--- config.mk ---
export PLATFORM = sky130hd
export DESIGN_NAME = conv_window_sequencer
export DESIGN_NICKNAME = d
export VERILOG_FILES = /design/src/rtl/conv_window_sequencer.sv
export SDC_FILE = /design/constraint.sdc
export NUM_CORES = 1
export LEC_CHECK = 0
export ABC_CLOCK_PERIOD_IN_PS = 6400
export CAP_MARGIN = 25
export CORE_AREA = 2 2 175 177
export CTS_CLUSTER_DIAMETER = 200
export DETAILED_ROUTE_END_ITERATION = 8
export DIE_AREA = 0 0 177 179
export GPL_TIMING_DRIVEN = 1
export PLACE_DENSITY = 0.73
export RECOVER_POWER = 100
export SETUP_SLACK_MARGIN = 0.15
export SLEW_MARGIN = 15
export SYNTH_ARGS = -nofsm -noshare
export SYNTH_HDL_FRONTEND = slang
export SYNTH_SLANG_ARGS = --single-unit
--- constraint.sdc ---
create_clock -name clk -period 6.4 [get_ports clk]
set_clock_uncertainty 0.2 [all_clocks]
set_input_delay 0.96 -clock clk [delete_from_list [all_inputs] [get_ports clk]]
set_output_delay 0.96 -clock clk [all_outputs]
set_load 0.02 [all_outputs]
--- src/rtl/conv_window_sequencer.sv ---
// Feeds the convolution datapath: gathers each 4x4 stride-1 window from the pixel
// memory, steps the multiplier/adder-tree enables, and writes conv_out to the result memory.
module conv_window_sequencer #(
   parameter int IMG_W  = 8,
   parameter int IMG_H  = 8,
   parameter int PIX_AW = 6,
   parameter int RES_AW = 5,
   parameter int ACC_W  = 20
) (
   input  logic              clk,
   input  logic              reset,
   input  logic              start,
   input  logic [127:0]      filter_in,
   output logic              busy,
   output logic              done,
   output logic [PIX_AW-1:0] pix_addr,
   input  logic [7:0]        pix_rdata,
   output logic [127:0]      input_matrix_reg,
   output logic [127:0]      filter_matrix_reg,
   output logic              mul_enable,
   output logic              l1_add_enable,
   output logic              l2_add_enable,
   output logic              l3_add_enable,
   output logic              l4_add_enable,
   input  logic [ACC_W-1:0]  conv_out,
   output logic              res_we,
   output logic [RES_AW-1:0] res_addr,
   output logic [ACC_W-1:0]  res_data
);
   localparam int OW = IMG_W - 3;
   localparam int OH = IMG_H - 3;

   typedef enum logic [3:0] {
      IDLE, FETCH, LOAD, MUL, L1, L2, L3, L4, WAIT, WRITE, DONE
   } state_t;

   state_t            state, state_next;
   logic [3:0]        fetch_k;
   logic [PIX_AW-1:0] orow, ocol;
   logic [PIX_AW-1:0] row_sel, col_sel, lin_idx;
   logic              last_win;

   // Element k of the current window sits at row k/4, column k%4 from the window origin.
   assign row_sel  = orow + PIX_AW'(fetch_k[3:2]);
   assign col_sel  = ocol + PIX_AW'(fetch_k[1:0]);
   assign pix_addr = row_sel * PIX_AW'(IMG_W) + col_sel;

   assign lin_idx  = orow * PIX_AW'(OW) + ocol;
   assign last_win = (orow == PIX_AW'(OH - 1)) && (ocol == PIX_AW'(OW - 1));
   assign res_addr = (state == WRITE) ? RES_AW'(lin_idx) : '0;
   assign res_data = (state == WRITE) ? conv_out : '0;

   always_ff @(posedge clk) begin
      if (!reset) state <= IDLE;
      else        state <= state_next;
   end

   always_comb begin
      state_next    = state;
      busy          = 1'b1;
      done          = 1'b0;
      mul_enable    = 1'b0;
      l1_add_enable = 1'b0;
      l2_add_enable = 1'b0;
      l3_add_enable = 1'b0;
      l4_add_enable = 1'b0;
      res_we        = 1'b0;
      case (state)
         IDLE: begin
            busy = 1'b0;
            if (start) state_next = FETCH;
         end
         FETCH: if (fetch_k == 4'd15) state_next = LOAD;
         LOAD:  state_next = MUL;
         MUL:   begin mul_enable    = 1'b1; state_next = L1;   end
         L1:    begin l1_add_enable = 1'b1; state_next = L2;   end
         L2:    begin l2_add_enable = 1'b1; state_next = L3;   end
         L3:    begin l3_add_enable = 1'b1; state_next = L4;   end
         L4:    begin l4_add_enable = 1'b1; state_next = WAIT; end
         WAIT:  state_next = WRITE;
         WRITE: begin
            res_we     = 1'b1;
            state_next = last_win ? DONE : FETCH;
         end
         DONE:  begin done = 1'b1; state_next = IDLE; end
         default: state_next = IDLE;
      endcase
   end

   // Read data lags the address by one cycle, so fetch cycle k lands byte k-1.
   always_ff @(posedge clk) begin
      if (!reset) begin
         filter_matrix_reg <= '0;
         input_matrix_reg  <= '0;
         fetch_k           <= '0;
         orow              <= '0;
         ocol              <= '0;
      end else begin
         case (state)
            IDLE: if (start) begin
               filter_matrix_reg <= filter_in;
               fetch_k           <= '0;
               orow              <= '0;
               ocol              <= '0;
            end
            FETCH: begin
               fetch_k <= fetch_k + 4'd1;
               if (fetch_k != 4'd0)
                  input_matrix_reg[{fetch_k - 4'd1, 3'b000} +: 8] <= pix_rdata;
            end
            LOAD: input_matrix_reg[127:120] <= pix_rdata;
            WRITE: if (!last_win) begin
               if (ocol == PIX_AW'(OW - 1)) begin
                  ocol <= '0;
                  orow <= orow + PIX_AW'(1);
               end else begin
                  ocol <= ocol + PIX_AW'(1);
               end
            end
            default: ;
         endcase
      end
   end
endmodule

==> out/summary.txt <==
status: finished with violations
failing checks: max-capacitance violations, max-slew violations
Crit. Startpoint: reset
WS Path Type: input port to flop
crit-path cells: clkbuf_1 > clkbuf_2 > nand2_1 > mux2i_1
Netlist Area Pre-Place: 11600 um2
peak supply drop: 231 uV
worst r2r src: state[1]$_SDFFE_PN0P_
GRT Util Overall: 0.218
IO Pins: 454
ys flop type: dfxtp_1
Met1 Wirelength: 14200 um
Required @ worst endpoint: 6.67 ns
Max Freq: 0.203 GHz
diodes inserted: 0
#FFs+latches synth: 276
top sig layer: met4
Die Ht: 179 um
WL met3: 2970 um
Cells after DPL: 2060
global-route wire length before repair: 54900 um
Core Area: 30000 um2
Via-to-Cell Ratio: 4.81
port buffer count: 453
via count: 10170
Seq/Total Area, Yosys: 0.477
worst setup path end: input_matrix_reg[15]$_SDFFE_PN0P_
Synth warnings: 0
CP Depth: 4
max-slew violation count: 85
Setup crit start kind: input port
DRT antenna net count: 0
commonest non-fill, non-tap cell in the layout: nand2_1
final std cells w/o fill: 2115
Worst path max stage delay: 2.41 ns
Setup crit end kind: flop
pre-CTS WS: 2.65 ns
Mapped Cells: 1286
Hold WC Path Type: flop to flop
worst setup margin: 1.48 ns
DRC: 0
CP max FO: 84
share of layout cells above drive strength 1: 0.0465
Hold Violations, Final: 0
wirelength, routed: 35900 um
DRT iter0 DRCs: 486
Reg-to-Reg End: filter_matrix_reg[67]$_SDFFE_PN0P_
Skew-Pair Late Insertion Delay: 0.55 ns
slew margin rel.: -1.33
most frequent cells in the layout: nand2_1 (434), dlygate4sd3_1 (294), dfxtp_1 (276)
RSZ-0062 raised after global routing: no
standard-cell rows: 64
TritonRoute pass-1 iters: 5
max cap viols: 1
CP Buf/Inv Count: 2
Data arrival, critical path: 5.19 ns
ys async rst share: 0
clk slew on worst S/H paths: 0.06 ns
setup tns final: 0 ns
Worst Max-Slew Pin Slew: 3.50 ns
Final setup viols: 0
Slowest-stage cell, CP: clkbuf_1
post_cts resized: 0
Initial Utilization: 0.386
pin count of the biggest net entering global routing: 108
gpl congestion: 0.825
root buf cell: clkbuf_16
TritonCTS clock tree: yes
Sink Count: 276
CTS Buf Count: 30
R2R setup slack: 2.91 ns
Tmin final: 4.92 ns
# Post-CTS Setup Buffers: 0
Top delay family on crit path: buffers and inverters
hold path start: input_matrix_reg[93]$_SDFFE_PN0P_
gr ovfl total: 0
routed length on met2: 17600 um
ratio of final minimum period to clock period: 0.769
CTS max path bufs: 3
Syn Area/Cell: 9.01 um2
R2R depth: 5
unique cell type count in the Yosys netlist: 55
Wirelength per Cell: 17.0 um
chip width: 177 um
Area Overhead vs Synth: 50.0%
full die area: 31700 um2
Pwr Density: 260 nW/um2
DP HPWL: 26200 um
vias in the first global route: 9934
H-tree levels: 1
Pleak: 7.41 nW
syn_nets: 1475
EDFF count, synth: 0
# nets final: 1885
initial antenna violation count: 0
cts hold-fix bufs: 0
==> worst register-to-register path: stages, from the launching register on <==
cell	delay [ns]
dfxtp_1	0.44
nor4_1	0.91
and2_4	0.85
buf_4	0.69
nand2_1	0.15
a21boi_0	0.17
==> cell families after synthesis <==
family,share of synthesized area
DFF,0.477
buffers and inverters,0.0369
and+or+nand+nor,0.217
xor gates and xnor gates,0.0218
muxes,0.108
AOI/OAI and AO/OA,0.105
adders and majority gates,0.0350
==> power breakdown <==
group	switching, mW	leakage, nW	internal (mW)	total (mW)
Sequential	0.0581	2.24	1.81	1.87
Combinational	0.470	4.64	0.325	0.794
Clock	0.708	0.532	1.16	1.87
Total	1.24	7.41	3.29	4.52
==> final cells by class <==
type                    count  area [um2]
inverters                  20        75.1
flip-flops and latches    276        5530
multi-input cells         909        5640
fillers                  2639       12600
repair buffers            459        4570
clock buffers              46         932
clock inverters             9         151
well taps                 396         495
==> how the worst min path moves through the flow <==
stage	cells after the start	endpoint
3_5_place_dp	2	input_matrix_reg[29]$_SDFFE_PN0P_
6_report	2	input_matrix_reg[93]$_SDFFE_PN0P_
4_1_cts	2	input_matrix_reg[29]$_SDFFE_PN0P_
5_1_grt	2	input_matrix_reg[25]$_SDFFE_PN0P_
2_1_floorplan	2	orow[5]$_SDFFE_PN0P_
3_3_place_gp	2	input_matrix_reg[77]$_SDFFE_PN0P_
==> through the flow <==
stage,hold WS [ns],cell area (um2),power [mW],util
floorplan,0.277,11600,2.35,-
finish,0.251,17400,4.52,0.579
detailed placement,0.247,16300,2.74,0.543
CTS,0.257,17400,4.61,0.579
global placement,0.242,16300,2.72,0.543
global route,0.266,17400,4.72,0.579
==> metal layers <==
metal | vias to the layer above | global-route usage
met5 | - | 0
met4 | 0 | 0.0733
met3 | 66 | 0.0657
met2 | 345 | 0.380
met1 | 4725 | 0.253
li1 | 5034 | -
==> synth_stat cells, drive strengths merged (6+ instances only) <==
cell / count / share of area
and2: 27 / 0.015
nand3: 9 / 0.0039
xnor2: 25 / 0.020
clkbuf: 56 / 0.018
nor3b: 6 / 0.0039
nor2: 30 / 0.0099
o2bb2ai: 8 / 0.0060
dfxtp: 276 / 0.48
inv: 20 / 0.0065
a21boi: 131 / 0.085
nor4: 6 / 0.0038
mux2i: 123 / 0.11
nand2: 437 / 0.14
buf: 25 / 0.012
nor3: 16 / 0.017
ha: 26 / 0.028
nor2b: 12 / 0.0065
nand2b: 8 / 0.0043
No activity file was read; power rests on OpenSTA's default activity.
==> variant 1 (same flow settings) <==
Set the parameter `RES_AW` to 4 (it was 5).
--- a/src/rtl/conv_window_sequencer.sv
+++ b/src/rtl/conv_window_sequencer.sv
@@ -4,7 +4,7 @@
    parameter int IMG_W  = 8,
    parameter int IMG_H  = 8,
    parameter int PIX_AW = 6,
-   parameter int RES_AW = 5,
+   parameter int RES_AW = 4,
    parameter int ACC_W  = 20
 ) (
    input  logic              clk,
Ports: changed (resized res_addr); port bits go from 454 to 453. The function was not compared with the original's and may differ.
==> variant 1 against the unedited design <==
- the run still ends with max-capacitance violations, max-slew violations left
- final cell count increased by 0.76%
- highest routed layer unchanged
- synthesized area decreased by 2.1%
- total power increased by 0.63%
- critical path depth increased by 1
- final area decreased by 2.5%
- sequential power about the same
- maximum frequency decreased by 0.21%
- die area unchanged
- critical path type unchanged
- sequential share of layout area increased by 0.83 points
- wire length increased by 7.8%
- worst setup slack got worse by 10 ps
- sequential cell count unchanged
==> variant 1: results (changes against the unedited design) <==
Run status
  – Status: finished, violations left (unchanged)
  – Failing checks: max-capacitance violations, max-slew violations (unchanged)

Final layout
  – Multi-input logic area: 0.00523 sq mm (was 0.00564 sq mm)
  – Layout Nets: 1896 (was 1885)
  – Layout fillers: 2686 (was 2639)
  – FF+latch count: 276 (unchanged)
  – Multi-In Gates: 926 (was 909)
  – NonClk Buf Share: 0.272 (was 0.263)
  – Antenna Cells: 0 (unchanged)
  – Signal buffers: 463 (was 459)
  – Inverters: 17 (was 20)
  – Multi-input gate share of total cell area: 0.309 (was 0.324)
  – Area added between synthesis and finish: 49.4% (was 50.0%)
  – Clkbuf count: 45 (was 46)
  – Clock network area share: 0.0597 (was 0.0623)
  – Largest class: registers (was multi-input combinational cells)
  – Share of layout cells above drive strength 1: 0.0352 (was 0.0465)

Synth
  – Seq/Total Area, Yosys: 0.487 (was 0.477)
  – Synth async-reset ratio: 0 (unchanged)
  – Synth cell types: 60 (was 55)
  – Net Count, Synth: 1504 (was 1475)
  – Mapped Cells: 1322 (was 1286)
  – Commonest cells in the netlist: nand2_1 (367), dfxtp_1 (276), a21oi_1 (158) (was nand2_1 (435), dfxtp_1 (276), a21boi_0 (130))
  – Top cells by area, synth: dfxtp_1 (49%), nand2_1 (12%), mux2i_1 (9.3%) (was dfxtp_1 (48%), nand2_1 (14%), mux2i_1 (11%))

Place
  – Post-DP Area: 0.0160 sq mm (was 0.0163 sq mm)
  – Final Wtd Congestion: 0.829 (was 0.825)
  – I/O Buffers: 452 (was 453)
  – Post-DP HPWL: 27800 um (was 26200 um)

Power and ir drop
  – Sequential power: 1870 uW (about the same)
  – Leak: 0.00737 uW (was 0.00741 uW)
  – Power Total: 4550 uW (was 4520 uW)
  – Combinational power share: 0.198 (was 0.176)
  – Psw: 1310 uW (was 1240 uW)
  – Peak supply drop: 0.000221 V (was 0.000231 V)

Worst setup path
  – Flop2flop setup slack: 1560 ps (was 2910 ps)
  – Crit path capture: filter_matrix_reg[105] (was input_matrix_reg[15])
  – CP Max Fanout: 69 (was 84)
  – Worst r2r dst: input_matrix_reg[9] (was filter_matrix_reg[67])
  – R2r worst-path depth: 8 (was 5)
  – CP max stage delay: 2360 ps (was 2410 ps)
  – CP startpoint: start (was reset)
  – Worst endpoint data arrival time: 5200 ps (was 5190 ps)

GRT
  – First-pass GRT wire length: 58500 um (was 54900 um)
  – Number of global-route vias before repair: 10100 (was 9934)
  – Gr usage total: 0.234 (was 0.218)
  – M3 GR Usage: 0.0702 (was 0.0657)
  – Pin count of the biggest net entering global routing: 102 (was 108)
  – Met2 usage: 0.393 (was 0.380)

Drt
  – Metal2 WL: 18900 um (was 17600 um)
  – Met1 wire length: 14800 um (was 14200 um)
  – Wirelength per Cell: 18.2 um (was 17.0 um)
  – Routed Wire Length: 38700 um (was 35900 um)
  – Total iterations of the first detailed-routing run: 7 (was 5)
  – First DRT Iteration DRCs: 766 (was 486)

Timing
  – Slew @ Worst Pin: 3260 ps (was 3500 ps)
  – Max Slew Vio Count: 150 (was 85)
  – FMAX: 203 MHz (about the same)

Flow run
  – Total of max-cap violations: 4 (was 1)
-- variant 1: changes by cell type after synthesis, sizes merged, moves of 19 or more --
cell,delta
nand4,+23
clkbuf,+23
o31ai,+19
nor2,+32
a21oi,+154
a21boi,-131
nand2,-70
-- variant 1: cells by family (layout without fill, tap and decap cells) --
family,Yosys count,count (layout),synth area share
simple gates,558,558,0.222
buf+inv,120,533,0.0428
fa+ha+maj,23,23,0.0274
compound gates,220,220,0.112
mux,105,105,0.0927
flops,276,276,0.487
xor+xnor,20,20,0.0154
-- variant 1: how the worst min path moves through the flow --
| stage | from | end | slack (ps) |
|---|---|---|---|
| floorplan | orow[5] | orow[5] | 260 |
| global placement | filter_matrix_reg[116] | filter_matrix_reg[116] | 240 |
| detailed placement | filter_matrix_reg[28] | filter_matrix_reg[28] | 250 |
| CTS | filter_matrix_reg[28] | filter_matrix_reg[28] | 250 |
| global route | filter_matrix_reg[73] | filter_matrix_reg[73] | 270 |
| finish | filter_matrix_reg[22] | filter_matrix_reg[22] | 250 |
==> variant 2 (same settings) <==
Made on the original files. The 11 states of `state_t` get a one-hot encoding in 11 bits.
--- a/src/rtl/conv_window_sequencer.sv
+++ b/src/rtl/conv_window_sequencer.sv
@@ -30,8 +30,8 @@
    localparam int OW = IMG_W - 3;
    localparam int OH = IMG_H - 3;
 
-   typedef enum logic [3:0] {
-      IDLE, FETCH, LOAD, MUL, L1, L2, L3, L4, WAIT, WRITE, DONE
+   typedef enum logic [10:0] {
+      IDLE = 11'b00000000001, FETCH = 11'b00000000010, LOAD = 11'b00000000100, MUL = 11'b00000001000, L1 = 11'b00000010000, L2 = 11'b00000100000, L3 = 11'b00001000000, L4 = 11'b00010000000, WAIT = 11'b00100000000, WRITE = 11'b01000000000, DONE = 11'b10000000000
    } state_t;
 
    state_t            state, state_next;
Formal check against the unedited RTL: no difference found for any inputs over 4 cycles, from zero or initial values and one cycle with reset low; so few cycles prove little.
==> variant 2 against the unedited design <==
- the run still ends with max-capacitance violations, max-slew violations left
- wire length is 7.3% higher
- total power shrank 4.9%
- sequential cell count rose by 7
- non-clock buffer count is 2 higher
- worst setup slack got worse by 77 ps
- final area shrank 0.99%
- synthesized area barely moved
- critical path type is now reg -> reg
==> variant 2: results (changes against the unedited design) <==
GRT
  – Met2 usage: 0.406 (was 0.380)
  – First-pass GRT wire length: 58400 um (was 54900 um)
  – GR Util met1: 0.263 (was 0.253)
  – Initial antenna violation count: 1 (was 0)
  – Gr usage total: 0.231 (was 0.218)

Worst setup path
  – CP max stage delay: 1680 ps (was 2410 ps)
  – Flop2flop setup slack: 1400 ps (was 2910 ps)
  – Cell family with most CP delay: simple AND/OR/NAND/NOR gates (was buffers and inverters)
  – WS Path Type: reg -> reg (was in -> reg)
  – CP Max Fanout: 74 (was 84)
  – R2r worst-path depth: 6 (was 5)
  – R2R Path Start: state[4] (was state[1])

Synth
  – Adder-cell share of the synthesized area: 0.0307 (was 0.0350)
  – Seq/Total Area, Yosys: 0.489 (was 0.477)
  – Synth warnings: 0 (unchanged)
  – Compound-Gate Fraction of Synth Area: 0.130 (was 0.105)
  – Synth Area in XOR/XNOR: 0.0196 (was 0.0218)
  – Top cells by area, synth: dfxtp_1 (49%), nand2_1 (12%), a21oi_1 (7.2%) (was dfxtp_1 (48%), nand2_1 (14%), mux2i_1 (11%))
  – Net Count, Synth: 1548 (was 1475)
  – Mux contribution to synthesized area: 0.0562 (was 0.108)
  – Synth cell types: 65 (was 55)
  – Mapped Cells: 1363 (was 1286)
  – Commonest cells in the netlist: nand2_1 (368), dfxtp_1 (283), a21oi_1 (167) (was nand2_1 (435), dfxtp_1 (276), a21boi_0 (130))

Hold path
  – WHS Path Cells: 2 (unchanged)
  – Worst Hold Launch: filter_matrix_reg[97] (was input_matrix_reg[93])
  – Worst min path class: reg -> reg (unchanged)

Drt
  – First DRT Iteration DRCs: 663 (was 486)
  – Metal2 WL: 19200 um (was 17600 um)
  – Met1 wire length: 14400 um (was 14200 um)
  – Wirelength per Cell: 17.6 um (was 17.0 um)
  – Max layer used: met4 (unchanged)
  – Metal3 WL: 3180 um (was 2970 um)
  – Routed vias: 11200 (was 10200)

Timing
  – Normalized max-slew margin: -0.687 (was -1.33)
  – Max Slew Vio Count: 166 (was 85)
  – Fin Hold WS: 248 ps (was 251 ps)

Final layout
  – Final Instance Count excl. Fillers: 2189 (was 2115)
  – Share of layout cells above drive strength 1: 0.0379 (was 0.0465)
  – Layout Nets: 1955 (was 1885)

Power and ir drop
  – Leak: 0.00741 uW (about the same)
  – Peak supply drop: 0.000252 V (was 0.000231 V)

Place
  – Post-DP HPWL: 28300 um (was 26200 um)
  – Final Wtd Congestion: 0.869 (was 0.825)
  – Placed Cells incl. Taps: 2132 (was 2060)

Flow run
  – Total of max-cap violations: 4 (was 1)

Run status
  – Failing checks: max-capacitance violations, max-slew violations (unchanged)
  – Status: finished, violations left (unchanged)
-- variant 2: cell count changes after synthesis, sizes merged, moves of 7 or more --
cell	change
a21oi	+163
o21ai	+61
nor2b	-10
a211oi	+8
nand3	+77
o2bb2ai	-8
dfxtp	+7
nand2	-67
a21boi	-131
mux2i	-58
o2111ai	+7
-- variant 2: kinds of logic (layout without fill, tap and decap cells) --
kind of cell / after synthesis / after routing
AOI/OAI and AO/OA: 269 / 269
xor gates and xnor gates: 25 / 25
adders and majority gates: 26 / 26
buffers and inverters: 109 / 539
DFF: 283 / 283
muxes: 65 / 65
and+or+nand+nor: 586 / 586
-- variant 2: layout make-up --
class	count	area [sq um]
clock buffers	45	888
clock inverters	10	118
well taps	396	495
flip-flops and latches	283	5670
repair buffers	461	4610
inverters	23	91.3
fillers	2625	12800
multi-input cells	971	5350
-- variant 2: worst reg2reg max path, delay by kind of cell, from the launching register on --
family                 cells  cell delay [ps]
buffers and inverters      1             1300
AND/OR/NAND/NOR            4             2890
flip-flops                 1              370
AO/OA/AOI/OAI              1              110
-- variant 2: report_power, final --
group | total (uW) | internal (uW) | switching (uW)
Sequential | 1880 | 1840 | 42.4
Combinational | 662 | 269 | 394
Clock | 1760 | 1040 | 720
Total | 4300 | 3150 | 1160
-- variant 2: worst paths after layout --
path                       endpoint
min reg2reg   filter_matrix_reg[97]
min           filter_matrix_reg[97]
max reg2reg  filter_matrix_reg[113]
max          filter_matrix_reg[113]
-- variant 2: metrics by stage --
step / setup WS [ps] / cell area, sq um / total power [uW] / util
after floorplan: 3150 / 11600 / 2280 / -
after global placement: 2350 / 16300 / 2620 / 0.543
after detailed placement: 2210 / 16300 / 2630 / 0.544
after CTS: 1610 / 17300 / 4390 / 0.577
after global routing: 992 / 17200 / 4470 / 0.573
final: 1400 / 17200 / 4300 / 0.573
